--- src/rtl/seq_pkg.sv ---
// Shared types for the program-counter sequencer: op codes, FSM states, error codes.
package seq_pkg;

    typedef enum logic [2:0] {
        OP_SEQ  = 3'd0,
        OP_RELJ = 3'd1,
        OP_ABSJ = 3'd2,
        OP_BRC  = 3'd3,
        OP_CALL = 3'd4,
        OP_RET  = 3'd5,
        OP_HALT = 3'd6
    } op_e;

    typedef enum logic [1:0] {
        ST_IDLE,
        ST_RUN,
        ST_HALT,
        ST_ERR
    } state_e;

    localparam logic [1:0] ERR_NONE = 2'd0;
    localparam logic [1:0] ERR_OVF  = 2'd1;
    localparam logic [1:0] ERR_UNF  = 2'd2;

endpackage

--- src/rtl/pc_sequencer_if.sv ---
// Control-side bundle of the sequencer: op/flag/LUT-write inputs and PC/status outputs.
interface pc_sequencer_if #(
    parameter int D  = 12,
    parameter int LA = 4,
    parameter int SD = 4
);
    localparam int SPW = $clog2(SD + 1);

    logic          start;
    logic          stall;
    logic [2:0]    op;
    logic [D-1:0]  rel_off;
    logic [LA-1:0] lut_idx;
    logic          lut_wr_en;
    logic [LA-1:0] lut_wr_idx;
    logic [D-1:0]  lut_wr_data;
    logic          flag_d;
    logic          flag_en;

    logic [D-1:0]   prog_ctr;
    logic           flag_q;
    logic [SPW-1:0] sp;
    logic           running;
    logic           done;
    logic [1:0]     err;

    modport master (
        output start, stall, op, rel_off, lut_idx, lut_wr_en, lut_wr_idx, lut_wr_data,
               flag_d, flag_en,
        input  prog_ctr, flag_q, sp, running, done, err
    );

    modport slave (
        input  start, stall, op, rel_off, lut_idx, lut_wr_en, lut_wr_idx, lut_wr_data,
               flag_d, flag_en,
        output prog_ctr, flag_q, sp, running, done, err
    );

endinterface

--- src/rtl/seq_stack.sv ---
// Return-address LIFO; push-when-full and pop-when-empty are silently dropped.
module seq_stack #(
    parameter int D   = 12,
    parameter int SD  = 4,
    parameter int SPW = $clog2(SD + 1)
) (
    input  logic           clk,
    input  logic           reset,
    input  logic           clr,
    input  logic           push,
    input  logic           pop,
    input  logic [D-1:0]   din,
    output logic [D-1:0]   dout,
    output logic [SPW-1:0] sp,
    output logic           full,
    output logic           empty
);
    localparam int AW = (SD > 1) ? $clog2(SD) : 1;

    logic [D-1:0]   mem [SD];
    logic [SPW-1:0] cnt;
    logic [SPW-1:0] top;

    assign full  = (cnt == SPW'(SD));
    assign empty = (cnt == '0);
    assign top   = cnt - SPW'(1);
    assign dout  = mem[top[AW-1:0]];
    assign sp    = cnt;

    always_ff @(posedge clk or negedge reset) begin
        if (!reset) begin
            cnt <= '0;
            for (int i = 0; i < SD; i++) mem[i] <= '0;
        end else if (clr) begin
            cnt <= '0;
        end else if (push && !full) begin
            mem[cnt[AW-1:0]] <= din;
            cnt              <= cnt + SPW'(1);
        end else if (pop && !empty) begin
            cnt <= cnt - SPW'(1);
        end
    end

endmodule

--- src/rtl/pc_sequencer.sv ---
// Program sequencer: PC, branch-target LUT, lagging condition flag and call stack,
// with start/stall/done handshake and sticky overflow/underflow errors.
module pc_sequencer
    import seq_pkg::*;
#(
    parameter int          D         = 12,
    parameter int          LA        = 4,
    parameter int          SD        = 4,
    parameter int unsigned DONE_ADDR = 9
) (
    input  logic           clk,
    input  logic           reset,
    pc_sequencer_if.slave  bus
);
    localparam int          SPW     = $clog2(SD + 1);
    localparam logic [D-1:0] DONE_PC = D'(DONE_ADDR);

    state_e       state_q, state_n;
    logic [D-1:0] pc_q, pc_n;
    logic         flag_q, flag_n;
    logic [1:0]   err_q, err_n;

    logic [D-1:0] lut [2**LA];
    logic [D-1:0] tgt, inc, nxt;
    logic         fault, halt_op;

    logic           push, pop, clr;
    logic [D-1:0]   stk_dout;
    logic [SPW-1:0] stk_sp;
    logic           stk_full, stk_empty;

    seq_stack #(.D(D), .SD(SD), .SPW(SPW)) u_stack (
        .clk   (clk),
        .reset (reset),
        .clr   (clr),
        .push  (push),
        .pop   (pop),
        .din   (inc),
        .dout  (stk_dout),
        .sp    (stk_sp),
        .full  (stk_full),
        .empty (stk_empty)
    );

    assign tgt = lut[bus.lut_idx];
    assign inc = pc_q + D'(1);

    always_comb begin
        state_n = state_q;
        pc_n    = pc_q;
        flag_n  = flag_q;
        err_n   = err_q;
        push    = 1'b0;
        pop     = 1'b0;
        clr     = 1'b0;
        nxt     = inc;
        fault   = 1'b0;
        halt_op = 1'b0;
        case (state_q)
            ST_RUN: begin
                if (!bus.stall) begin
                    // Branch decisions read the old flag_q; the new capture lands after.
                    if (bus.flag_en) flag_n = bus.flag_d;
                    case (bus.op)
                        OP_RELJ: nxt = pc_q + bus.rel_off;
                        OP_ABSJ: nxt = tgt;
                        OP_BRC:  if (flag_q) nxt = tgt;
                        OP_CALL: begin
                            if (stk_full) begin
                                fault = 1'b1;
                                err_n = ERR_OVF;
                            end else begin
                                push = 1'b1;
                                nxt  = tgt;
                            end
                        end
                        OP_RET: begin
                            if (stk_empty) begin
                                fault = 1'b1;
                                err_n = ERR_UNF;
                            end else begin
                                pop = 1'b1;
                                nxt = stk_dout;
                            end
                        end
                        OP_HALT: halt_op = 1'b1;
                        default: nxt = inc;
                    endcase
                    if (fault) begin
                        state_n = ST_ERR;
                    end else if (halt_op) begin
                        state_n = ST_HALT;
                    end else begin
                        pc_n = nxt;
                        if (nxt == DONE_PC) state_n = ST_HALT;
                    end
                end
            end
            default: begin
                if (bus.start) begin
                    state_n = ST_RUN;
                    pc_n    = '0;
                    flag_n  = 1'b0;
                    err_n   = ERR_NONE;
                    clr     = 1'b1;
                end
            end
        endcase
    end

    always_ff @(posedge clk or negedge reset) begin
        if (!reset) begin
            state_q <= ST_IDLE;
            pc_q    <= '0;
            flag_q  <= 1'b0;
            err_q   <= ERR_NONE;
        end else begin
            state_q <= state_n;
            pc_q    <= pc_n;
            flag_q  <= flag_n;
            err_q   <= err_n;
        end
    end

    // Written in every state, stall included; same-cycle reads see the old entry.
    always_ff @(posedge clk or negedge reset) begin
        if (!reset) begin
            for (int i = 0; i < 2**LA; i++) lut[i] <= '0;
        end else if (bus.lut_wr_en) begin
            lut[bus.lut_wr_idx] <= bus.lut_wr_data;
        end
    end

    assign bus.prog_ctr = pc_q;
    assign bus.flag_q   = flag_q;
    assign bus.sp       = stk_sp;
    assign bus.running  = (state_q == ST_RUN);
    assign bus.done     = (state_q == ST_HALT) || (state_q == ST_ERR);
    assign bus.err      = err_q;

endmodule

--- src/flat_wrapper.sv ---
// flat-port wrapper written by rule: the top's interface ports become plain ports
module pc_sequencer_flat import seq_pkg::*;
#(
    parameter int          D         = 12,
    parameter int          LA        = 4,
    parameter int          SD        = 4,
    parameter int unsigned DONE_ADDR = 9
)
  (clk, reset, bus_start, bus_stall, bus_op, bus_rel_off, bus_lut_idx, bus_lut_wr_en, bus_lut_wr_idx, bus_lut_wr_data, bus_flag_d, bus_flag_en, bus_prog_ctr, bus_flag_q, bus_sp, bus_running, bus_done, bus_err);
  pc_sequencer_if #(.D(D), .LA(LA), .SD(SD)) bus_i ();
  input  logic clk;
  input  logic reset;
  input wire logic [$bits(bus_i.start)-1:0] bus_start;
  input wire logic [$bits(bus_i.stall)-1:0] bus_stall;
  input wire logic [$bits(bus_i.op)-1:0] bus_op;
  input wire logic [$bits(bus_i.rel_off)-1:0] bus_rel_off;
  input wire logic [$bits(bus_i.lut_idx)-1:0] bus_lut_idx;
  input wire logic [$bits(bus_i.lut_wr_en)-1:0] bus_lut_wr_en;
  input wire logic [$bits(bus_i.lut_wr_idx)-1:0] bus_lut_wr_idx;
  input wire logic [$bits(bus_i.lut_wr_data)-1:0] bus_lut_wr_data;
  input wire logic [$bits(bus_i.flag_d)-1:0] bus_flag_d;
  input wire logic [$bits(bus_i.flag_en)-1:0] bus_flag_en;
  output wire logic [$bits(bus_i.prog_ctr)-1:0] bus_prog_ctr;
  output wire logic [$bits(bus_i.flag_q)-1:0] bus_flag_q;
  output wire logic [$bits(bus_i.sp)-1:0] bus_sp;
  output wire logic [$bits(bus_i.running)-1:0] bus_running;
  output wire logic [$bits(bus_i.done)-1:0] bus_done;
  output wire logic [$bits(bus_i.err)-1:0] bus_err;
  assign bus_i.start = bus_start;
  assign bus_i.stall = bus_stall;
  assign bus_i.op = bus_op;
  assign bus_i.rel_off = bus_rel_off;
  assign bus_i.lut_idx = bus_lut_idx;
  assign bus_i.lut_wr_en = bus_lut_wr_en;
  assign bus_i.lut_wr_idx = bus_lut_wr_idx;
  assign bus_i.lut_wr_data = bus_lut_wr_data;
  assign bus_i.flag_d = bus_flag_d;
  assign bus_i.flag_en = bus_flag_en;
  assign bus_prog_ctr = bus_i.prog_ctr;
  assign bus_flag_q = bus_i.flag_q;
  assign bus_sp = bus_i.sp;
  assign bus_running = bus_i.running;
  assign bus_done = bus_i.done;
  assign bus_err = bus_i.err;
  pc_sequencer #(.D(D), .LA(LA), .SD(SD), .DONE_ADDR(DONE_ADDR)) u_core (.clk(clk), .reset(reset), .bus(bus_i));
endmodule
--- config.mk ---
export PLATFORM = sky130hd
export DESIGN_NAME = pc_sequencer_flat
export DESIGN_NICKNAME = d
export VERILOG_FILES = /design/src/rtl/seq_pkg.sv /design/src/rtl/pc_sequencer_if.sv /design/src/rtl/seq_stack.sv /design/src/rtl/pc_sequencer.sv /design/src/flat_wrapper.sv
export SDC_FILE = /design/constraint.sdc
export NUM_CORES = 1
export LEC_CHECK = 0
export ABC_AREA = 1
export BUFFER_PORTS_ARGS = -buffer_cell sky130_fd_sc_hd__buf_2
export CAP_MARGIN = 20
export CORE_MARGIN = 2
export CORE_UTILIZATION = 55
export DETAILED_ROUTE_END_ITERATION = 12
export PLACE_DENSITY = 0.81
export SLEW_MARGIN = 20
export SYNTH_ARGS = -nofsm -noshare
export SYNTH_HDL_FRONTEND = slang
export SYNTH_SLANG_ARGS = --single-unit
--- constraint.sdc ---
create_clock -name clk -period 4.99 [get_ports clk]
set_input_delay 0.998 -clock clk [delete_from_list [all_inputs] [get_ports clk]]
set_output_delay 0.998 -clock clk [all_outputs]
set_load 0.01 [all_outputs]
* Word level (Yosys, flattened, before mapping)
Cells that the tools add are included.
** Cells by class
- Add/sub/neg operators :: 4
- Order comparisons :: 6
- Equal/unequal tests :: 19
- Mux-type cells :: 60
- Bitwise logic cells :: 5
- Reduce and logical (&&, ||, !) cells :: 15
** Operator list (number)
- $bwmux 192 :: 1
- $mux 12 :: 16
- $pmux 12 s5 :: 1
- $bmux 12 s4 :: 1
- $bwmux 48 :: 1
- $demux 12 s4 :: 1
- $bmux 12 s2 :: 1
- $demux 12 s2 :: 1
- $mux 2 :: 11
- $mux 1 :: 21
- $add 12x1->12 const B :: 1
- $add 12x12->12 :: 1
- $eq 12x4->1 const B :: 1
- $eq 3x3->1 const B :: 4
- $ge 5x5->1 const B :: 2
- $not 4->5 :: 2
- $mux 3 :: 3
- $ne 2x2->1 const B :: 4
- $eq 3x2->1 const B :: 2
- $ge 3x3->1 const B :: 2
- $ne 3x3->1 const B :: 2
- $not 2->3 :: 2
- $reduce_and 3->1 :: 2
- $lt 5x1->1 const B :: 1
- other kinds (20) :: 25
** Word-level totals
- Register bits after elaboration :: 260
- Logic and storage cells :: 134

* Logic depth before layout (Yosys ltp)
- Depth in word-level cells :: 15
- Gate-level depth with buffers :: 20
- Depth with buffers taken out :: 18

* Hierarchy
A second synthesis with hierarchy kept.
** Second synthesis, totals
- Cell total of the unflattened synthesis :: 1815
- Area total of the unflattened synthesis :: 13489.2 µm²
** By module, submodules not included
- pc_sequencer :: times used 1, cells each 1490, area an instance 10958.0 µm²
- seq_stack :: times used 1, cells each 325, area an instance 2531.2 µm²

* Worst setup path after synthesis
No wires, ideal clock.
- Path type :: input-to-reg
- From :: in bus_rel_off[0]
- To :: reg u_core.state_q[0]
- Data arrival time :: 2557 ps
- Required time :: 4856 ps
- Setup slack :: 2299 ps
- Stages on the path :: 16
- Path buffers :: 0
- Path through :: ha_1 > fa_1 > nand3_1 > nand3_1 > o21ai_0 > nand2_1 > inv_1 > nand3_1 > nor2_1 > nand2_1 > nor2_1 > nand2_1 > nand3_2 > nand2_1 > nand2_1 > nand2_1
** Between the ends
- Longest elaborated chain between the ends :: 7
** Ends and longest elaborated chain
- start, declared :: line flat_wrapper.sv:16 : input wire logic [$bits(bus_i.rel_off)-1:0] bus_rel_off;
- $add 12x12->12 :: line pc_sequencer.sv:65 : OP_RELJ: nxt = pc_q + bus.rel_off;
- $pmux 12 s5 :: line pc_sequencer.sv:64 : case (bus.op)
- $mux 12 :: line pc_sequencer.sv:61 : if (!bus.stall) begin
- $mux 12 :: line pc_sequencer.sv:59 : case (state_q)
- $eq 12x4->1 :: line pc_sequencer.sv:95 : if (nxt == DONE_PC) state_n = ST_HALT;
- $ne 4x1->1 (no line)
- $reduce_and 3->1 (no line)
- end signal, assigned :: line pc_sequencer.sv:118 : state_q <= state_n;
- end, declared :: line pc_sequencer.sv:18 : state_e state_q, state_n;
Every way passes these cells. The select of a mux whose other input is x is not followed.
A chain may end at the register's enable or synchronous reset.

* Worst setup path after layout
- From :: reg u_core.u_stack.cnt[0], in the netlist u_core.u_stack.sp[0]
- To :: reg u_core.state_q[0]
** Between the ends
- Longest elaborated chain between the ends :: 12
- Elaborated cells between the ends (all ways) :: 23
** Ends and longest elaborated chain
- start, declared :: line seq_stack.sv:21 : logic [SPW-1:0] cnt;
- start signal, assigned :: line seq_stack.sv:38 : cnt <= cnt + SPW'(1);
- start signal, assigned :: line seq_stack.sv:40 : cnt <= cnt - SPW'(1);
- $sub 3x1->3
- $not 2->3 (not written as such) :: line seq_stack.sv:27 : assign dout = mem[top[AW-1:0]];
- $bmux 12 s2 :: line seq_stack.sv:27
- $mux 12 (not written as such) (2 in series) :: line seq_stack.sv:27
- $mux 12 :: line pc_sequencer.sv:78 : if (stk_empty) begin
- $pmux 12 s5 :: line pc_sequencer.sv:64
- $mux 12 :: line pc_sequencer.sv:61
- $mux 12 :: line pc_sequencer.sv:59
- $eq 12x4->1 :: line pc_sequencer.sv:95
- $ne 4x1->1 (no line)
- $reduce_and 3->1 (no line)
Several ways; a longest one is shown, not always the timed one. The select of a mux whose other input is x is not followed.

==> results.ini <==
[power]
powerDensity_nw_per_um2=458
clockPowerShare_pct=30.6
switching_power_mw=2.28
intPower_mw=4.36
pwr-share-seq_pct=43.4
p_leak_nw=7.29
pwr-share-comb_pct=26.0
swShare_pct=34.3
ir_worst_vdd_v=0.000249

[clock_network]
htreeDepth=1
cts_resized=0
cts_setup_buffers=0
cts_buffers=29
root_buffer=clkbuf_16
cts_sinks=260
cts_buffer_depth=3
clock_latency_ns=0.54
clk_pin_slew_ns=0.06
cts_tree=done
ctsHoldBuffers=0

[worst_hold_path]
holdPathEnd=u_core.bus.err[1]
hp-start=u_core.bus.err[1]
hold_depth=2
hp-class=reg2reg

[worst_setup_path]
path_common_cell=nand2_1
reg2reg_from=u_core.u_stack.sp[0]
worst-endpoint-required_ns=5.40
slowest_delay_ns=0.74
crit_chain=buf_4 > inv_2 > ha_1 > inv_1 > a21oi_1 > o21ai_0 > nand3_1 > nand2_1 > nand3b_1 > nor2_1 > nand2_1 > nor2_1 > nand2_1 > nand3_2 > nand2_1 > nand2_1 > nand2_1
cp.arrival_ns=3.91
critPathKind=reg2reg
worstRegToRegCells=17
timing.rr.end=u_core.state_q[0]
critPathMaxFanout=37
r2r_slack_ns=1.49
cp-end-kind=flop
cp_slowest_cell=ha_1
cp-start-kind=flop

[timing]
relSlewSlack_pct=35.4
layout_setup_ws_ns=1.49
hold_violations=0
period_share_pct=70.1
setup_viol=0
slew_violations=0
worstMarginPinSlew_ns=0.969
clock_skew_ns=0.0101
finalSetupTns_ns=0
max_freq_ghz=0.286
holdWs_ns=0.472
finalCriticalPeriod_ns=3.50
grt_setup_unrepaired=no

[floorplan]
die_height_um=159
initial_core_util_pct=56.2
core_um2=23600
die_x_um=159
io_pins=62
num_rows=56
dieArea_um2=25400

[synth]
ys_ff_latch=260
synth-edff-count=0
yosysWarnings=0
synth_area_leader_cell=dfrtp_1
synth.area.top_cells=dfrtp_1, nand2_1, o21ai_0
syn_area_per_cell_um2=7.54
ys_seq_area_share_pct=49.0
synthArstFlopShare_pct=100
synthCells=1759
synth_top_area_share_pct=49.0
synthFlopType=dfrtp_1
ys_types=37
synthesis.nets=1819
synth_area_um2=13300
synth_commonest_cells=nand2_1, dfrtp_1, o21ai_0
yosysMostFrequentCell=nand2_1

[placement]
globalplace.congestion=0.909
numPortBuffers=61
dp_cells=2050
dp_hpwl_um=22600
pre_cts_slack_ns=1.45

[cells_and_area]
fin_nets=1822
fill_cells=2057
post-route-util_pct=61.3
drive_gt1_share_pct=7.83
finalNonFillerCells=2095
area_delta_synth_final_pct=9.04
n_antenna_cell=0

[grt]
grt_usage_pct=27.4
antenna_found_initial=0
grt_max_degree=125
grt.overflow.total=0
grt_pass1_vias=10900
grt_pass1_wl_um=56900

[outcome]
status=finished clean

[drt]
via_per_inst=5.61
wl_met1_um=15600
met3_length_um=3160
antenna_left=0
drtIter0Drc=1230
num_vias=11700
post-route-drc-count=0
dr.max_layer_used=met4
route.met2.wl_um=14800
wl_per_cell_um=16.5
dr.pass1.iters=6
wirelength_um=34500

[flow_run]
cap_violations=0

through the flow:
stage	power [mW]	cell area, um2
CTS	6.63	14500
global placement	4.54	13600
floorplan	4.07	13300
detailed placement	4.60	13600
finish	6.63	14500
global route	7.05	14500
worst max-delay path by stage:
stage / from / to / cells past startpoint
floorplan: bus_rel_off[0] / u_core.state_q[0] / 16
global placement: bus_lut_idx[0] / u_core.state_q[0] / 17
detailed placement: bus_lut_idx[0] / u_core.state_q[0] / 17
CTS: u_core.u_stack.sp[0] / u_core.state_q[0] / 18
global route: u_core.u_stack.sp[0] / u_core.state_q[1] / 17
finish: u_core.u_stack.sp[0] / u_core.state_q[0] / 17
kinds of logic (layout without fill, tap and decap cells):
group           after synthesis  after routing  share of synthesized area (%)
compound gates              314            314                           12.4
xor+xnor                      6              6                          0.396
fa+ha+maj                    18             18                           1.75
buf+inv                     234            251                           7.50
flops                       260            260                           49.0
simple gates                927            927                           28.9
state kept, by name, summed over array words and instances, names as in the netlist:
register and count:
u_core.lut 192, u_core.u_stack.mem 48, u_core.bus.prog_ctr 12, u_core.u_stack.sp 3, u_core.bus.err 2, u_core.state_q 2
u_core.bus.flag_q 1
critical path: cells and delay by family (launching register included):
family / cells / cell delay (ns)
flops: 1 / 0.32
simple gates: 11 / 0.99
compound gates: 2 / 0.30
buf+inv: 3 / 1.02
fa+ha+maj: 1 / 0.74
layout make-up:
class | instances | area (um2) | area share (%)
Tap cell | 319 | 399 | 2.76
Inverter | 136 | 513 | 3.54
Clock inverter | 8 | 100 | 0.692
Multi-Input combinational cell | 1265 | 5770 | 39.9
Sequential cell | 260 | 6510 | 45.0
Timing Repair Buffer | 70 | 398 | 2.75
Clock buffer | 37 | 786 | 5.43
placed cells by master, fill, tap and decap left out, types with 2 or more instances in the layout:
cell,count
nand2_1,634
dfrtp_1,260
o21ai_0,243
nand3_1,191
inv_1,128
nor2_1,68
buf_2,59
a21oi_1,35
clkbuf_16,29
ha_1,17
o21ai_1,11
nand4_1,10
buf_4,9
o21ai_2,8
inv_2,6
xor2_1,6
o22ai_1,6
nor3_1,5
nand3b_1,5
clkbuf_1,5
o211ai_1,4
nor2_4,3
nor2_2,3
clkbuf_8,3
clkinv_2,3
nand2_2,2
o211ai_2,2
nand3_2,2
a21o_1,2
inv_6,2
bufinv_16,2
power groups by stage:
stage / Combinational [mW] / Clock, mW / Sequential [mW]
final: 1.72 / 2.03 / 2.88
after detailed placement: 1.70 / 0 / 2.90
after floorplan: 1.23 / 0 / 2.84
after CTS: 1.71 / 2.05 / 2.87
after global routing: 1.97 / 2.15 / 2.93
after global placement: 1.65 / 0 / 2.88
metal layers:
layer	track usage (%)	vias up
li1	-	5667
met1	41.2	5504
met2	40.4	511
met3	5.11	62
met4	8.93	0
met5	0	-
No activity file was read; power rests on OpenSTA's default activity.
